File: config.mk
export PLATFORM = sky130hd
export DESIGN_NAME = axis_pktgen
export DESIGN_NICKNAME = d
export VERILOG_FILES = /design/src/rtl/axis_pktgen.sv
export SDC_FILE = /design/constraint.sdc
export NUM_CORES = 1
export LEC_CHECK = 0
export BUFFER_PORTS_ARGS = -buffer_cell sky130_fd_sc_hd__buf_4
export CAP_MARGIN = 20
export CORE_UTILIZATION = 56
export DETAILED_ROUTE_END_ITERATION = 8
export GPL_TIMING_DRIVEN = 0
export PLACE_DENSITY = 0.86
export SYNTH_ARGS = -nofsm -noshare
export SYNTH_HDL_FRONTEND = slang
export SYNTH_SLANG_ARGS = --single-unit
export TNS_END_PERCENT = 30
File: constraint.sdc
create_clock -name S_AXI_ACLK -period 2.48 [get_ports S_AXI_ACLK]
set_input_delay 0.496 -clock S_AXI_ACLK [delete_from_list [all_inputs] [get_ports S_AXI_ACLK]]
set_output_delay 0.496 -clock S_AXI_ACLK [all_outputs]
set_load 0.01 [all_outputs]
File: src/rtl/axis_pktgen.sv
// AXI-Stream packet generator. It emits packets of a programmed length that
// carry an incrementing data pattern, with TLAST on the final beat of each
// packet. Repeat mode can add an optional idle gap between packets.
module axis_pktgen #(
  parameter int DW = 16,
  parameter int LW = 8,
  parameter int GW = 8
) (
  input  logic          S_AXI_ACLK,
  input  logic          S_AXI_ARESET,
  input  logic          i_start,
  input  logic          i_stop,
  input  logic [LW-1:0] i_len,
  input  logic [DW-1:0] i_seed,
  input  logic          i_repeat,
  input  logic [GW-1:0] i_gap,
  output logic          M_AXIS_TVALID,
  input  logic          M_AXIS_TREADY,
  output logic [DW-1:0] M_AXIS_TDATA,
  output logic          M_AXIS_TLAST,
  output logic          o_busy,
  output logic [15:0]   o_pkt_count
);

  typedef enum logic [1:0] {IDLE, SEND, GAP} state_t;

  state_t        state_reg;
  logic [LW-1:0] len_reg;
  logic [LW-1:0] beats_reg;
  logic [GW-1:0] gap_reg;
  logic [GW-1:0] gap_cnt_reg;
  logic          repeat_reg;
  logic          tvalid_reg;
  logic          tlast_reg;
  logic [DW-1:0] tdata_reg;
  logic          busy_reg;
  logic [15:0]   pkt_count_reg;

  // i_stop takes effect in the same cycle as the TLAST transfer, so the
  // packet that is ending does not start another one.
  logic repeat_eff;
  assign repeat_eff = repeat_reg & ~i_stop;

  // Control FSM. Every output comes straight from a register, so TVALID
  // never depends combinationally on TREADY.
  always_ff @(posedge S_AXI_ACLK) begin
    if (S_AXI_ARESET) begin
      state_reg     <= IDLE;
      len_reg       <= '0;
      beats_reg     <= '0;
      gap_reg       <= '0;
      gap_cnt_reg   <= '0;
      repeat_reg    <= 1'b0;
      tvalid_reg    <= 1'b0;
      tlast_reg     <= 1'b0;
      tdata_reg     <= '0;
      busy_reg      <= 1'b0;
      pkt_count_reg <= '0;
    end else begin
      if (i_stop) repeat_reg <= 1'b0;
      case (state_reg)
        IDLE: begin
          tvalid_reg <= 1'b0;
          if (i_start && (i_len != '0)) begin
            len_reg    <= i_len;
            gap_reg    <= i_gap;
            repeat_reg <= i_repeat & ~i_stop;
            tdata_reg  <= i_seed;
            tlast_reg  <= (i_len == LW'(1));
            beats_reg  <= i_len;
            tvalid_reg <= 1'b1;
            busy_reg   <= 1'b1;
            state_reg  <= SEND;
          end
        end
        SEND: begin
          if (M_AXIS_TREADY) begin
            if (!tlast_reg) begin
              tdata_reg <= tdata_reg + 1'b1;
              beats_reg <= beats_reg - 1'b1;
              tlast_reg <= (beats_reg == LW'(2));
            end else begin
              pkt_count_reg <= pkt_count_reg + 16'd1;
              if (repeat_eff && (gap_reg == '0)) begin
                // Back-to-back: the first beat of the next packet follows
                // immediately.
                tdata_reg <= tdata_reg + 1'b1;
                beats_reg <= len_reg;
                tlast_reg <= (len_reg == LW'(1));
              end else if (repeat_eff) begin
                tvalid_reg  <= 1'b0;
                gap_cnt_reg <= gap_reg;
                state_reg   <= GAP;
              end else begin
                tvalid_reg <= 1'b0;
                busy_reg   <= 1'b0;
                state_reg  <= IDLE;
              end
            end
          end
        end
        GAP: begin
          if (i_stop) begin
            busy_reg  <= 1'b0;
            state_reg <= IDLE;
          end else if (gap_cnt_reg == GW'(1)) begin
            tvalid_reg <= 1'b1;
            tdata_reg  <= tdata_reg + 1'b1;
            beats_reg  <= len_reg;
            tlast_reg  <= (len_reg == LW'(1));
            state_reg  <= SEND;
          end else begin
            gap_cnt_reg <= gap_cnt_reg - 1'b1;
          end
        end
        default: begin
          tvalid_reg <= 1'b0;
          busy_reg   <= 1'b0;
          state_reg  <= IDLE;
        end
      endcase
    end
  end

  assign M_AXIS_TVALID = tvalid_reg;
  assign M_AXIS_TDATA  = tdata_reg;
  assign M_AXIS_TLAST  = tlast_reg;
  assign o_busy        = busy_reg;
  assign o_pkt_count   = pkt_count_reg;

endmodule

Word level (Yosys, flattened, before mapping)
Cells that the tools add are included.
{ "word_totals": {"register_bits": 70, "in_bits": 38, "out_inout_bits": 35, "wordCells": 104} }
{ "op_classes": {"n_addsub": 4, "eq_ne": 18, "n_mux": 53, "bitwise": 3, "reduce_logical": 15} }
{ "ops": {"columns": ["op", "n"], "rows": [
  ["2-to-1 mux 16 bit", 6],
  ["2-to-1 mux 8 bit", 12],
  ["one-hot mux 16 bit (3 select lines)", 1],
  ["adder 16 x 1 -> 16 bit (second input constant)", 2],
  ["equality test 8 x 1 -> 1 bit (second input constant)", 3],
  ["one-hot mux 8 bit (3 select lines)", 1],
  ["2-to-1 mux 1 bit", 21],
  ["!= test 2 bit (second input constant)", 10],
  ["one-hot mux 8 bit (2 select lines)", 1],
  ["subtractor 8 x 1 -> 8 bit (second input constant)", 2],
  ["AND reduction 5 bit", 3],
  ["2-to-1 mux 2 bit", 7],
  ["AND reduction 6 bit", 2],
  ["one-hot mux 1 bit (3 select lines)", 3],
  ["equality test 8 x 2 -> 1 bit (second input constant)", 1],
  ["logical NOT 8 bit", 1],
  ["nonzero test 8 bit", 1],
  ["AND reduction 7 bit", 1],
  ["!= test 3 bit (second input constant)", 2],
  ["one-hot mux 2 bit (3 select lines)", 1],
  ["AND reduction 3 bit", 1],
  ["nonzero test 3 bit", 1],
  ["bitwise AND 1 bit", 2],
  ["equality test 2 x 1 -> 1 bit (second input constant)", 1],
  ["6 further kinds", 7]
]} }

Logic depth before layout (Yosys ltp)
Gate-level depths: netlist of the first run.
{ "logic_depth": {"depth_word": 7, "ltp_mapped": 9, "ltp_nobuf": 7} }

Least setup slack after synthesis of the first run
OpenSTA, ideal clock, no wires.
{ "synth_timing": {"path_kind": "input to register", "from": "in i_len[1]", "to": "reg tdata_reg[11] (netlist: M_AXIS_TDATA[11])", "setup_time_ps": 117, "arrival_ps": 2024, "required_ps": 2363, "slack_ps": 338, "stages": 6, "n_path_buf": 2, "path_cell_list": "or4_1 o21a_1 o2111a_1 buf_2 buf_2 a32o_1"} }
{ "synth_via": {"elab_chain_len": 4} }
{ "synth_rtl": {"columns": ["item", "line_no", "source"], "rows": [
  ["from (decl)", "13", "input logic [LW-1:0] i_len,"],
  ["nonzero test 8 bit", "64", "if (i_start && (i_len != '0)) begin"],
  ["logical AND 1 bit", "64", null],
  ["!= test 2 bit (no source line)", null, null],
  ["AND reduction 6 bit (no source line)", null, null],
  ["to (signal assigned)", "68", "tdata_reg <= i_seed;"],
  ["to (signal assigned)", "79", "tdata_reg <= tdata_reg + 1'b1;"],
  ["to (signal assigned)", "87", "tdata_reg <= tdata_reg + 1'b1;"],
  ["to (decl)", "35", "logic [DW-1:0] tdata_reg;"]
]} }
No other way between the ends.
A chain may end at the register's enable or synchronous reset.

Worst setup path after layout of the first run
{ "layout_timing": {"from": "reg state_reg[0]", "to": "reg tdata_reg[2] (netlist: M_AXIS_TDATA[2])"} }
{ "layout_via": {"elab_chain_len": 3, "word_cells_on_any_way": 11, "cone_classes": "7 x eq/ne; 1 x mux; 3 x reduce/logical"} }
{ "layout_rtl": {"columns": ["item", "line_no", "source"], "rows": [
  ["from (decl)", "27", "state_t state_reg;"],
  ["from (signal assigned)", "48", "state_reg <= IDLE;"],
  ["from (signal assigned)", "73", "state_reg <= SEND;"],
  ["from (signal assigned)", "93", "state_reg <= GAP;"],
  ["equality test 2 x 1 -> 1 bit, or another cell as far along", "61", "case (state_reg)"],
  ["!= test 3 bit (no source line), or another cell as far along", null, null],
  ["AND reduction 6 bit (no source line)", null, null]
]} }
Several ways; a longest one is shown, not always the timed one.

==> results of run 1 <==
==> critical path: stages (launching register included) <==
cell and delay [ns]:
dfxtp_1 0.36, inv_1 0.09, ha_1 0.30, inv_1 0.22, a41o_1 0.24, o2111ai_2 0.22, buf_2 0.26, buf_4 0.19
o21ai_0 0.17, a21oi_1 0.08
==> per-stage QoR <==
step	setup TNS (ns)	hold WS, ns
detailed placement	-0.710	0.462
global route	0	0.370
finish	0	0.374
floorplan	0	0.444
CTS	0	0.361
global placement	-0.108	0.456
==> worst max path at each step <==
stage	slack [ns]	depth (start not counted)	start	endpoint
CTS	0.13	9	state_reg[0]	M_AXIS_TDATA[8]
global route	0.006	9	state_reg[0]	M_AXIS_TDATA[9]
global placement	-0.05	8	i_len[1]	M_AXIS_TDATA[9]
finish	0.21	9	state_reg[0]	M_AXIS_TDATA[2]
detailed placement	-0.08	8	i_len[1]	M_AXIS_TDATA[9]
floorplan	0.34	6	i_len[1]	M_AXIS_TDATA[11]
==> power groups by stage <==
stage	registers, mW	logic, mW	clock network (mW)
after CTS	1.45	1.33	0.953
after global routing	1.48	1.48	1.01
after detailed placement	1.48	1.31	0
after global placement	1.47	1.28	0
final	1.46	1.35	0.953
after floorplan	1.47	0.861	0
==> timing repair <==
action,4_1_cts,5_1_grt
endpoints found under the setup margin,0,6
gates resized for setup,0,2
hold endpoints to repair,0,0
==> cell usage in the layout, fill, tap and decap left out, drive strengths merged, types with 3 or more instances in the layout <==
master  Yosys  final
o221ai      3      3
o211ai      4      4
nand4      10     10
dfxtp      70     70
o21a        4      4
nor3       12     12
or3        11     11
xnor2      10     10
o32ai       9      9
nand2      78     78
and3        3      3
mux2i       7      7
nor4       11     11
o31ai       5      5
nor2       37     37
buf         7     78
ha         10     10
a221oi      6      6
nand3      15     15
a21o        5      5
clkbuf     21     34
or4         9      9
o21ai      22     22
inv        23     23
nor2b       3      3
a21oi      64     64
xor2        4      4
==> logic make-up (layout without fill, tap and decap cells) <==
group / after synthesis / after routing / share of synthesized area (%)
AOI/OAI and AO/OA: 146 / 146 / 24.7
xor gates and xnor gates: 14 / 14 / 3.17
adders and majority gates: 10 / 10 / 3.23
buffers and inverters: 51 / 138 / 5.33
DFF: 70 / 70 / 36.2
muxes: 7 / 7 / 1.81
and+or+nand+nor: 202 / 202 / 25.6
==> area by class of cell <==
cell class | instances | area, µm²
Sequential cell | 70 | 1400
Buffer | 28 | 121
Clock buffer | 13 | 159
Tap cell | 77 | 96.3
Timing Repair Buffer | 71 | 533
Multi-Input combinational cell | 379 | 2260
Clock inverter | 3 | 42.5
Fill cell | 545 | 1790
Inverter | 23 | 86.3
==> routing by layer <==
layer | vias to the layer above | wire, µm | share of wire, % | track usage (%)
li1 | 1997 | - | - | -
met1 | 2001 | 4610 | 41 | 40.3
met2 | 248 | 5460 | 48 | 53.9
met3 | 31 | 1020 | 9.0 | 7.39
met4 | 0 | 216 | 1.9 | 13.1
met5 | - | 0 | 0 | 0
==> impl_metrics.env, run 1 <==
export IMPL_status="finished, final reports clean"
export IMPL_die_h_um=85.1
export IMPL_r2r_slack_ns=0.21
export IMPL_p_int_mw=2.35
export IMPL_cp_required_ns=2.68
export IMPL_setup_viol=0
export IMPL_drc_errors=0
export IMPL_slew_headroom_pct=53.9
export IMPL_ys_seq_area_share_pct=36.2
export IMPL_ys_types=61
export IMPL_power_density_nw_per_um2=801
export IMPL_cp_end_kind="register"
export IMPL_total_power_mw=3.77
export IMPL_syn_inst=500
export IMPL_pwr_share_comb_pct=35.9
export IMPL_min_from="i_stop"
export IMPL_rows=29
export IMPL_initial_utilization_pct=59.6
export IMPL_area_growth_pct=21.5
export IMPL_dpl_worst_slack_ns=-0.0812
export IMPL_finalWorstSetupSlack_ns=0.207
export IMPL_wl_um=11300
export IMPL_diodes=0
export IMPL_die_w_um=85.1
export IMPL_ys_warn_count=0
export IMPL_avgViaCountPerCell=6.44
export IMPL_drtIter0Drc=363
export IMPL_synth_area_top_cells="dfxtp_1, a21oi_1, nand2_1"
export IMPL_min_period_ns=2.27
export IMPL_vias=4277
export IMPL_place_gp_congestion=0.896
export IMPL_synth_top_area_share_pct=36.2
export IMPL_layout_nets=630
export IMPL_die_area_um2=7250
export IMPL_ys_ff_latch=70
export IMPL_antenna_found_initial=0
export IMPL_synth_area_um2=3870
export IMPL_p_switching_mw=1.42
export IMPL_rsz0062_at_grt="no"
export IMPL_final_area_um2=4700
export IMPL_io_pins=73
export IMPL_ant_nets=0
export IMPL_dp_hpwl_um=8000
export IMPL_cts_buffers=9
export IMPL_crit_fanout=10
export IMPL_maxSlewViolCount=0
export IMPL_cts_tree="done"
export IMPL_wl_per_cell_um=17.0
export IMPL_max_freq_mhz=440
export IMPL_root_buffer="clkbuf_8"
export IMPL_clock_latency_ns=0.35
export IMPL_fin_util_pct=72.4
export IMPL_clock_sinks=70
export IMPL_worstReg2RegEnd="M_AXIS_TDATA[2]"
export IMPL_clock_tree_buffer_depth=2
export IMPL_ir_drop_uv=516
export IMPL_synth_edf_count=0
export IMPL_grt_max_degree=12
export IMPL_grt_ovfl_total=0
export IMPL_grt_pass1_vias=3964
export IMPL_cp_start_kind="register"
export IMPL_post_cts_buffers=0
export IMPL_worst_pin_slew_ns=0.691
export IMPL_hold_path_cell_count=2
export IMPL_p_seq_share_pct=38.8
export IMPL_instances_no_fill=664
export IMPL_whs_endpoint="repeat_reg"
export IMPL_drt_pass1_iterations=6
export IMPL_hold_path_class="in -> reg"
export IMPL_r2r_cells=9
export IMPL_yosysMostFrequentCell="nand2_1"
export IMPL_grt_pass1_wl_um=18600
export IMPL_clk_pin_slew_ns=0.07
export IMPL_post_dp_cell_area_um2=4500
export IMPL_dp_cells=648
export IMPL_p_clk_share_pct=25.3
export IMPL_swShare_pct=37.7
export IMPL_cap_viol_max_count=0
export IMPL_fin_crit_sh_pct=91.6
export IMPL_fp_coreArea_um2=6490
export IMPL_track_usage_pct=32.3
export IMPL_synthTopCellsByCount="nand2_1, dfxtp_1, a21oi_1, nor2_1, inv_1"
export IMPL_power_leakage_nw=1.83
export IMPL_reg2reg_from="state_reg[0]"
export IMPL_hold_violations=0
export IMPL_hold_buffers=0
export IMPL_postSynth_asyncResetShare_pct=0
export IMPL_synth_avg_cell_area_um2=7.74
export IMPL_ys_flop_type="dfxtp_1"
export IMPL_cp_data_arrival_time_ns=2.48
export IMPL_yosys_area_top_type="dfxtp_1"
export IMPL_cts_max_level=3
export IMPL_synth_net_count=548
export IMPL_finClkSkew_ns=0.0109
export IMPL_setup_worst_path_class="reg -> reg"
export IMPL_final_layout_size_suffix_gt1_share_pct=17.7
export IMPL_io_buffers=71
Note: power is estimated with default switching activity, not from simulation.
==> run 2, diff against run 1 <==
Settings changed: RECOVER_POWER from default to 25.
==> run 2 against run 1 <==
Compared with the run above:
- sequential share of layout area is 0.61 points higher
- via count fell by 1.1%
- first-iteration DRC count fell by 0.83%
- critical endpoint is now M_AXIS_TDATA[9]
==> impl_metrics.env, run 2 (synthesized netlist as in run 1, its figures left out) <==
export IMPL_rsz0062_at_grt="no"
export IMPL_power_leakage_nw=1.73
export IMPL_hold_path_class="in -> reg"
export IMPL_grt_max_degree=12
export IMPL_min_period_ns=2.29
export IMPL_crit_fanout=10
export IMPL_diodes=0
export IMPL_hold_buffers=0
export IMPL_initial_utilization_pct=59.6
export IMPL_grt_ovfl_total=0
export IMPL_slew_headroom_pct=53.4
export IMPL_vias=4228
export IMPL_final_area_um2=4610
export IMPL_rows=29
export IMPL_finClkSkew_ns=0.00907
export IMPL_drt_pass1_iterations=5
export IMPL_hold_worst_slack_ns=0.372
export IMPL_grt_pass1_wl_um=18600
export IMPL_die_h_um=85.1
export IMPL_hold_path_cell_count=2
export IMPL_place_gp_congestion=0.896
export IMPL_layout_nets=630
export IMPL_wl_um=11300
export IMPL_max_freq_mhz=437
export IMPL_crit_buf_inv=3
export IMPL_fin_crit_sh_pct=92.2
export IMPL_fin_tns_setup_ns=0
export IMPL_ir_drop_uv=517
export IMPL_cap_viol_max_count=0
export IMPL_worst_pin_slew_ns=0.698
export IMPL_critPathSlowestCell="clkbuf_1"
export IMPL_cts_max_level=3
export IMPL_area_growth_pct=19.1
export IMPL_status="finished, final reports clean"
export IMPL_cp_start_kind="register"
export IMPL_whs_endpoint="repeat_reg"
export IMPL_setup_viol=0
export IMPL_cts_buffers=9
export IMPL_ant_nets=0
export IMPL_cp_data_arrival_time_ns=2.49
export IMPL_drc_errors=0
export IMPL_hold_violations=0
export IMPL_io_pins=73
export IMPL_clk_pin_slew_ns=0.07
export IMPL_setup_worst_path_class="reg -> reg"
export IMPL_post_dp_cell_area_um2=4500
export IMPL_worstPathCellList="inv_1, ha_1, clkbuf_1, clkbuf_1, o32ai_1, nand2_1, a21oi_1"
export IMPL_critPathTopFamily="buffers and inverters"
export IMPL_layout_common_cells="nand2_1, dfxtp_1, a21oi_1"
export IMPL_r2r_cells=7
export IMPL_final_layout_size_suffix_gt1_share_pct=13.5
export IMPL_fp_coreArea_um2=6490
export IMPL_cp_required_ns=2.69
export IMPL_worstReg2RegEnd="M_AXIS_TDATA[9]"
export IMPL_clock_latency_ns=0.35
export IMPL_maxSlewViolCount=0
export IMPL_timing_critical_path_mode_cell="clkbuf_1"
export IMPL_wl_per_cell_um=17.0
export IMPL_grt_pass1_vias=3964
export IMPL_min_from="i_stop"
export IMPL_io_buffers=71
export IMPL_r2r_slack_ns=0.19
export IMPL_root_buffer="clkbuf_8"
export IMPL_cp_end_kind="register"
export IMPL_clock_sinks=70
export IMPL_cts_tree="done"
export IMPL_reg2reg_from="state_reg[1]"
export IMPL_drtIter0Drc=360
export IMPL_track_usage_pct=32.3
export IMPL_cpPeakStageDelay_ns=0.49
export IMPL_layout_commonest_cell="nand2_1"
export IMPL_dp_hpwl_um=8000
export IMPL_power_density_nw_per_um2=808
export IMPL_post_cts_buffers=0
export IMPL_avgViaCountPerCell=6.37
export IMPL_clock_tree_buffer_depth=2
export IMPL_die_w_um=85.1
export IMPL_die_area_um2=7250
export IMPL_antenna_found_initial=0
## run 2: cell count changes in the layout (fill, tap and decap cells not counted)
cell,before,now
clkbuf_1,22,47
buf_4,74,49
## run 2: cell type report
type	count	area (µm²)
buffer	28	121
clock buffer	13	159
timing repair buffer	71	439
sequential	70	1400
fill	561	1890
multi-input combinational	379	2260
tap	77	96.3
inverter	23	86.3
clock inverter	3	42.5
## run 2: worst max path at each step
stage | slack [ns] | startpoint | depth (start not counted) | endpoint
2_1_floorplan | 0.34 | i_len[1] | 6 | M_AXIS_TDATA[11]
3_3_place_gp | -0.05 | i_len[1] | 8 | M_AXIS_TDATA[9]
3_5_place_dp | -0.08 | i_len[1] | 8 | M_AXIS_TDATA[9]
4_1_cts | 0.13 | state_reg[0] | 9 | M_AXIS_TDATA[8]
5_1_grt | 0.006 | state_reg[0] | 9 | M_AXIS_TDATA[9]
6_report | 0.19 | state_reg[1] | 7 | M_AXIS_TDATA[9]
## run 2: repair_timing
| item | 4_1_cts | 5_1_grt |
|---|---|---|
| endpoints found under the setup margin | 0 | 6 |
| endpoints found under the hold margin | 0 | 0 |
| resized for setup | 0 | 2 |
## run 2: report_power, final
group / internal, mW / leakage, nW / switching [mW]
clock network: 0.519 / 0.0996 / 0.433
registers: 1.28 / 0.572 / 0.185
logic: 0.513 / 1.06 / 0.799
total: 2.31 / 1.73 / 1.42
## run 2: routing by layer
layer	vias to the layer above	GRT usage, %	wire length [µm]
met1	1971	40.3	4640
met2	238	53.9	5330
met5	-	0	0
li1	1986	-	-
met4	0	13.1	242
met3	33	7.39	1060
## run 2: per-stage QoR
stage	util, %	std cells	power, mW	setup slack [ns]
floorplan	-	500	2.33	0.338
global placement	69.3	648	2.75	-0.0477
CTS	72.4	664	3.73	0.133
detailed placement	69.3	648	2.79	-0.0812
finish	71.0	664	3.73	0.193
global route	71.0	664	3.94	0.00595
